`src/rtl/writeback.sv`:
```
// Write-back stage.
// Joins each in-order instruction record from the dispatcher FIFO with the
// result beats of the execution units it was issued to. Emits one register-file
// write / forwarding beat per committed record. Raises a one-cycle redirect and
// flush pulse on taken branches and system redirects.
module writeback #(
  parameter int XLEN = 32
) (
  input  logic              clk,
  input  logic              rst,

  // Instruction records from the dispatcher FIFO
  input  logic              exwb_tvalid,
  output logic              exwb_tready,
  input  logic [4:0]        exwb_rd,
  input  logic              exwb_rd_vld,
  input  logic              exwb_alu_cmd_vld,
  input  logic              exwb_bru_cmd_vld,
  input  logic              exwb_sys_cmd_vld,

  // ALU result
  input  logic              alu_tvalid,
  output logic              alu_tready,
  input  logic [XLEN-1:0]   alu_tdata,

  // BRU result {taken, target, link}
  input  logic              bru_tvalid,
  output logic              bru_tready,
  input  logic [2*XLEN:0]   bru_tdata,

  // SYS result {redirect, target, wdata}
  input  logic              sys_tvalid,
  output logic              sys_tready,
  input  logic [2*XLEN:0]   sys_tdata,

  // Register-file write / forwarding beat {wdata, rd, we}
  output logic              wbrf_tvalid,
  input  logic              wbrf_tready,
  output logic [XLEN+5:0]   wbrf_tdata,

  // Pipeline redirect and flush
  output logic              redirect_valid,
  output logic [XLEN-1:0]   redirect_pc,
  output logic              invalidate
);

  localparam int NUM_UNITS = 3;
  localparam int UNIT_ALU  = 0;
  localparam int UNIT_BRU  = 1;
  localparam int UNIT_SYS  = 2;

  // Per-unit handshake and slot bookkeeping, indexed by UNIT_*
  logic [NUM_UNITS-1:0] unit_tvalid;
  logic [NUM_UNITS-1:0] unit_tready;
  logic [NUM_UNITS-1:0] cmd_vld;
  logic [NUM_UNITS-1:0] capture;
  logic [NUM_UNITS-1:0] slot_valid_reg;

  // Slot payloads
  logic [XLEN-1:0]      alu_data_reg;
  logic [2*XLEN:0]      bru_data_reg;
  logic [2*XLEN:0]      sys_data_reg;

  // Output registers
  logic                 wbrf_tvalid_reg;
  logic [XLEN+5:0]      wbrf_tdata_reg;
  logic                 redirect_valid_reg;
  logic [XLEN-1:0]      redirect_pc_reg;
  logic                 invalidate_reg;

  // Join / commit
  logic                 join_ok;
  logic                 out_free;
  logic                 commit;

  // Decoded slot fields
  logic                 bru_taken;
  logic [XLEN-1:0]      bru_target;
  logic [XLEN-1:0]      bru_link;
  logic                 sys_redirect;
  logic [XLEN-1:0]      sys_target;
  logic [XLEN-1:0]      sys_wdata;

  // Next values for the output registers
  logic                 take_redirect;
  logic [XLEN-1:0]      redirect_pc_next;
  logic [XLEN-1:0]      wdata_next;
  logic                 we_next;

  assign unit_tvalid = {sys_tvalid, bru_tvalid, alu_tvalid};
  assign cmd_vld     = {exwb_sys_cmd_vld, exwb_bru_cmd_vld, exwb_alu_cmd_vld};

  assign alu_tready  = unit_tready[UNIT_ALU];
  assign bru_tready  = unit_tready[UNIT_BRU];
  assign sys_tready  = unit_tready[UNIT_SYS];

  // One holding slot per unit. A unit is only accepted into an empty slot and
  // never during a flush cycle, so the slot always belongs to the oldest record
  // that still needs that unit.
  generate
    for (genvar gi = 0; gi < NUM_UNITS; gi++) begin : g_slot
      assign unit_tready[gi] = !rst && !slot_valid_reg[gi] && !invalidate_reg;
      assign capture[gi]     = unit_tvalid[gi] && unit_tready[gi];

      // Slot occupancy: cleared by reset, flush or a commit that consumes it.
      always_ff @(posedge clk) begin
        if (rst || invalidate_reg) begin
          slot_valid_reg[gi] <= 1'b0;
        end else if (commit && cmd_vld[gi]) begin
          slot_valid_reg[gi] <= 1'b0;
        end else if (capture[gi]) begin
          slot_valid_reg[gi] <= 1'b1;
        end
      end
    end
  endgenerate

  // ALU slot payload, loaded on capture only.
  always_ff @(posedge clk) begin
    if (rst) begin
      alu_data_reg <= '0;
    end else if (capture[UNIT_ALU]) begin
      alu_data_reg <= alu_tdata;
    end
  end

  // BRU slot payload, loaded on capture only.
  always_ff @(posedge clk) begin
    if (rst) begin
      bru_data_reg <= '0;
    end else if (capture[UNIT_BRU]) begin
      bru_data_reg <= bru_tdata;
    end
  end

  // SYS slot payload, loaded on capture only.
  always_ff @(posedge clk) begin
    if (rst) begin
      sys_data_reg <= '0;
    end else if (capture[UNIT_SYS]) begin
      sys_data_reg <= sys_tdata;
    end
  end

  assign bru_taken    = bru_data_reg[2*XLEN];
  assign bru_target   = bru_data_reg[2*XLEN-1:XLEN];
  assign bru_link     = bru_data_reg[XLEN-1:0];
  assign sys_redirect = sys_data_reg[2*XLEN];
  assign sys_target   = sys_data_reg[2*XLEN-1:XLEN];
  assign sys_wdata    = sys_data_reg[XLEN-1:0];

  // Only registered slot contents count: a unit beat arriving in the same
  // cycle as the record is seen one cycle later, which keeps the join path
  // free of unit-to-output combinational paths.
  assign join_ok  = exwb_tvalid && (&(~cmd_vld | slot_valid_reg));
  assign out_free = !wbrf_tvalid_reg || wbrf_tready;
  assign commit   = join_ok && out_free && !invalidate_reg && !rst;

  assign exwb_tready = commit;

  // Result selection and redirect decision for the record at the FIFO head.
  always_comb begin
    wdata_next       = alu_data_reg;
    redirect_pc_next = bru_target;
    take_redirect    = 1'b0;
    we_next          = exwb_rd_vld && (exwb_rd != 5'd0);

    if (exwb_sys_cmd_vld) begin
      wdata_next = sys_wdata;
    end else if (exwb_bru_cmd_vld) begin
      wdata_next = bru_link;
    end

    // SYS wins over BRU when both want to redirect.
    if (exwb_sys_cmd_vld && sys_redirect) begin
      take_redirect    = 1'b1;
      redirect_pc_next = sys_target;
    end else if (exwb_bru_cmd_vld && bru_taken) begin
      take_redirect    = 1'b1;
      redirect_pc_next = bru_target;
    end
  end

  // Write-back beat register: loads on commit, holds until accepted. A flush
  // cycle never commits, so an already-retired beat is still delivered.
  always_ff @(posedge clk) begin
    if (rst) begin
      wbrf_tvalid_reg <= 1'b0;
      wbrf_tdata_reg  <= '0;
    end else if (commit) begin
      wbrf_tvalid_reg <= 1'b1;
      wbrf_tdata_reg  <= {wdata_next, exwb_rd, we_next};
    end else if (wbrf_tready) begin
      wbrf_tvalid_reg <= 1'b0;
    end
  end

  // Redirect and flush pulses, aligned with the committing write-back beat.
  // The flush blocks the next commit, so both pulses last a single cycle.
  always_ff @(posedge clk) begin
    if (rst) begin
      redirect_valid_reg <= 1'b0;
      invalidate_reg     <= 1'b0;
      redirect_pc_reg    <= '0;
    end else begin
      redirect_valid_reg <= commit && take_redirect;
      invalidate_reg     <= commit && take_redirect;
      if (commit && take_redirect) begin
        redirect_pc_reg <= redirect_pc_next;
      end
    end
  end

  assign wbrf_tvalid    = wbrf_tvalid_reg;
  assign wbrf_tdata     = wbrf_tdata_reg;
  assign redirect_valid = redirect_valid_reg;
  assign redirect_pc    = redirect_pc_reg;
  assign invalidate     = invalidate_reg;

endmodule

```
`config.mk`:
```
export PLATFORM = sky130hd
export DESIGN_NAME = writeback
export DESIGN_NICKNAME = d
export VERILOG_FILES = /design/src/rtl/writeback.sv
export SDC_FILE = /design/constraint.sdc
export NUM_CORES = 1
export LEC_CHECK = 0
export ABC_AREA = 1
export CAP_MARGIN = 5
export CORE_UTILIZATION = 55
export DETAILED_ROUTE_END_ITERATION = 6
export DONT_BUFFER_PORTS = 1
export HOLD_SLACK_MARGIN = 0.02
export PLACE_DENSITY = 0.76
export SETUP_SLACK_MARGIN = 0.15
export SLEW_MARGIN = 20
export SYNTH_ARGS = -nofsm -noshare
export SYNTH_HDL_FRONTEND = slang
export SYNTH_SLANG_ARGS = --single-unit
```
`constraint.sdc`:
```
create_clock -name clk -period 1.3 [get_ports clk]
set_input_delay 0.26 -clock clk [delete_from_list [all_inputs] [get_ports clk]]
set_output_delay 0.26 -clock clk [all_outputs]
set_load 0.05 [all_outputs]
```
Word-level counts from Yosys, hierarchy flattened
Index checks and enable logic that the tools add are counted.
{"block": "totals", "ff_bits": 237, "latchBits": 0, "ramBits": 0, "romBits": 0, "input_bits": 178, "wordCells": 53, "mem_count": 0}
{"block": "op_classes", "addsub": 0, "multipliers": 0, "div": 0, "n_lt_le_gt_ge": 0, "n_eq_ne": 0, "shift": 0, "muxes": 7, "bitwise_logic": 2, "n_reduce_logical": 34}
{"cell": "$mux W32", "n": 3}
{"cell": "$logic_and A1 B1 Y1", "n": 20}
{"cell": "$logic_not A1 Y1", "n": 6}
{"cell": "$reduce_or A2 Y1", "n": 3}
{"cell": "$reduce_bool A5 Y1", "n": 1}
{"cell": "$mux W1", "n": 4}
{"cell": "$not A3 Y3", "n": 1}
{"cell": "$or A3 B3 Y3", "n": 1}
{"cell": "$reduce_and A3 Y1", "n": 1}
{"cell": "$logic_or A1 B1 Y1", "n": 2}
{"cell": "$reduce_bool A2 Y1", "n": 1}

Logic depth before layout (Yosys ltp)
{"block": "logic_depth", "depth_word": 9, "ltp_mapped": 10, "ltp_nobuf": 9}

Worst setup path before layout
No wires, ideal clock.
{"block": "synth_timing", "path_kind": "reg2reg", "start": "reg invalidate_reg (netlist: invalidate)", "end": "reg alu_data_reg[22]", "t_arrival_ns": 1.545, "required_ns": 1.230, "setup_slack_ns": -0.316, "path_stages_with_launch": 7, "period_less_slack_ns": 1.616, "cell_sequence": "dfxtp_1 nor2_1 inv_2 nor2_2 buf_2 nand3_1 a21oi_1"}
{"block": "synth_between", "elab_chain_len": 3}
{"element": "start: declaration", "line": "69", "text": "logic invalidate_reg;"}
{"element": "start signal: assignment", "line": "207", "text": "invalidate_reg <= commit && take_redirect;"}
{"element": "$logic_not A1 Y1", "line": "102", "text": "assign unit_tready[gi] = !rst && !slot_valid_reg[gi] && !invalidate_reg;"}
{"element": "$logic_and A1 B1 Y1", "line": "102"}
{"element": "via alu_tready", "line": "23", "text": "output logic alu_tready,"}
{"element": "$logic_and A1 B1 Y1", "line": "103", "text": "assign capture[gi] = unit_tvalid[gi] && unit_tready[gi];"}
{"element": "end signal: assignment", "line": "123", "text": "alu_data_reg <= alu_tdata;"}
{"element": "end: declaration", "line": "60", "text": "logic [XLEN-1:0] alu_data_reg;"}
The timed path passes the listed nets, and every way through them passes these cells.
A chain may end at the register's enable or synchronous reset.

Final worst setup path
{"block": "layout_timing", "start": "reg invalidate_reg (netlist: invalidate)", "end": "reg redirect_pc_reg[13] (netlist: redirect_pc[13])"}
{"block": "layout_between", "elab_chain_len": 4}
{"element": "$logic_not A1 Y1", "line": "157", "text": "assign commit = join_ok && out_free && !invalidate_reg && !rst;"}
{"element": "$logic_and A1 B1 Y1 (2 in a row)", "line": "157"}
{"element": "$logic_and A1 B1 Y1", "line": "208", "text": "if (commit && take_redirect) begin"}
{"element": "end signal: assignment", "line": "209", "text": "redirect_pc_reg <= redirect_pc_next;"}
{"element": "end: declaration", "line": "68", "text": "logic [XLEN-1:0] redirect_pc_reg;"}
Every way passes these cells.

==> results.toml <==
[drt]
post_drt_wl_per_cell_um = 19.7
finalWirelength_mm = 35.0
drt-vias-per-instance = 5.88
vias = 10464
drt_pass1_iterations = 7
route.detailed.drc = 18
ant_nets = 0
drt_iter0_drc = 870

[hold_path]
hp-class = "in -> reg"

[power]
p_per_area_nw_per_um2 = 1250
p_leak_nw = 5.34
ir_worst_vdd_mv = 1.12

[layout]
num_antenna_cells = 0
area_growth_syn_to_layout_pct = 33.7
fill_cells = 1275
fin_nets = 1711
final_cell_count_no_fill = 1779
drive_gt1_frac = 0.245

[floorplan]
die_h_um = 139
io_pins = 255
dieArea_um2 = 19200
die_w_um = 139
core_um2 = 18100
initial_core_util = 0.567
rows = 49

[setup_path]
critPathKind = "reg -> reg"
cpMostUsedCell = "buf_6"
crit_buf_inv = 6
slowest_delay_ns = 0.35
path_cells = "nor2_4, nand2_2, nor2_4, buf_6, buf_6, buf_6, buf_12, nand3_4, clkbuf_16, nand2_4, inv_2, nor2_1"
worst_path_dominant_cell_family = "simple AND/OR/NAND/NOR gates"
worst_path_max_delay_cell = "dfxtp_4"
cp_data_required_time_ns = 1.72
worst_setup_path_end_kind = "flip-flop"
worstSetupStartpointType = "flip-flop"
worstPathArrival_ns = 2.26
critPathMaxFanout = 8

[clock_network]
cts-buffers-inserted = 25
clock_sinks = 237
cts_tree = "built"
clk_path_buf_depth = 3
cts-root-buf = "clkbuf_16"
clk_pin_slew_ns = 0.06
htreeDepth = 1
clk_latency_ns = 0.52
cts.hold.buffers_added = 8

[place]
port_buffers = 0
pre_cts_ws_ns = -0.0781
gp_congestion = 0.828
place_hpwl_mm = 18.3
dp_cells = 1675

[grt]
grt_first_pass_wirelength_mm = 49.7
grt-ovfl-total = 0
grt_antenna_before_repair = 0
gr-usage-all-layers = 0.323
grt_pass1_vias = 9379
grt_max_degree = 165

[yosys]
avgSynthCellArea_um2 = 6.89
ys_ff_latch = 237
ys_types = 19
ys_seq_area_frac = 0.461
synth-adder-area-share = 0
synth_area_leader_cell = "dfxtp_1"
muxShareOfSynthArea = 0
synth_xor_area_frac = 0
synth_top_area_frac = 0.461
synth_area_um2 = 10300
ys_warn_count = 0
synthCells = 1493
synth_nets = 1671
synth-compound-area-share = 0.0997
ys_top_cells_by_area = "dfxtp_1 46%, nand2_1 15%, nand3_1 13%"
synth-simple-area-share = 0.339
synth_top_family_by_area = "simple AND/OR/NAND/NOR gates"

[timing]
fmaxAchievable_ghz = 0.542
slew_headroom = 0.738
rsz0062_at_grt = "true"
worst_pin_slew_ns = 0.394
fin_crit_ns = 1.85
hold_ws_ns = -0.178
worst_slack_ns = -0.546
min_period_over_period = 1.42
slew_violations = 0
skew_ns = 0.0209
setup_viol = 241
hold_viol = 162

[job]
maxCapViolCount = 0

[status]
violations = "DRC, hold timing, setup timing"
outcome = "complete, but fails checks"
[power by group]
group / internal (mW) / switching (mW)
Clock: 4.32 / 2.87
Combinational: 0.967 / 1.25
Sequential: 7.53 / 0.318
[kinds of logic (layout without fill, tap and decap cells)]
| logic type | Yosys count | count (layout) |
|---|---|---|
| DFF | 237 | 237 |
| and+or+nand+nor | 814 | 814 |
| AOI/OAI and AO/OA | 204 | 204 |
| buffers and inverters | 238 | 295 |
[placed cells by master (no fill, tap or decap), types with 17 or more instances in the layout]
master	Yosys	final
buf_4	19	17
inv_2	7	32
nand2_4	0	25
a21oi_1	163	158
inv_1	104	76
buf_8	0	36
nor2_1	117	110
dfxtp_2	0	36
dfxtp_1	237	166
dfxtp_4	0	35
nand2_1	400	354
buf_6	0	27
clkbuf_16	0	34
o21ai_0	40	37
nand3_2	1	32
nand4_1	32	32
buf_12	0	31
nand3_1	258	224
nand2_2	1	22
[cells in the mapped netlist (all sizes together)]
master,instances
nand2,401
nand3,259
dfxtp,237
a21oi,163
nor2,121
inv,111
buf,76
clkbuf,51
o21ai,41
nand4,32
nand3b,1
[metrics by stage]
step / utilization / setup TNS (ns) / hold slack [ns] / area [um2] / power [mW]
3_5_place_dp: 0.602 / -6.18 / 0.344 / 10900 / 9.59
3_3_place_gp: 0.602 / -1.14 / 0.344 / 10900 / 9.56
2_1_floorplan: - / -0.636 / 0.405 / 10400 / 9.30
4_1_cts: 0.694 / -28.60 / -0.202 / 12600 / 17.0
6_report: 0.758 / -51.18 / -0.178 / 13700 / 17.3
5_1_grt: 0.758 / -62.88 / -0.202 / 13700 / 17.8
[area by class of cell]
cell class,instances,area (um2),area share
inverter,111,429,0.0312
multi-input combinational,1018,5010,0.364
timing repair buffer,140,2270,0.165
sequential,237,4920,0.358
clock inverter,8,96.3,0.00701
clock buffer,36,737,0.0536
tap,229,287,0.0208
[per-layer routing]
metal | GRT usage | vias to the layer above | routed length (um)
met4 | 0.135 | 0 | 1450
met2 | 0.523 | 599 | 16500
met5 | 0 | - | 0
li1 | - | 4913 | -
met1 | 0.420 | 4849 | 13400
met3 | 0.0704 | 103 | 3630
[repair_timing]
item	CTS	global route
pin swaps	4	43
setup buffers	14	16
gates cloned	12	10
resized for setup	116	258
hold endpoints to repair	171	162
setup endpoints to repair	314	314
[final timing paths]
| path | end | start | cells past startpoint | slack (ns) |
|---|---|---|---|---|
| worst max-delay path | redirect_pc[13] | invalidate | 12 | -0.55 |
| worst min-delay path | bru_data_reg[58] | rst | 1 | -0.18 |
| worst max register to register | redirect_pc[13] | invalidate | 12 | -0.55 |
| worst min register to register | sys_data_reg[5] | sys_data_reg[5] | 2 | 0.46 |
(Power assumes the default switching activity.)
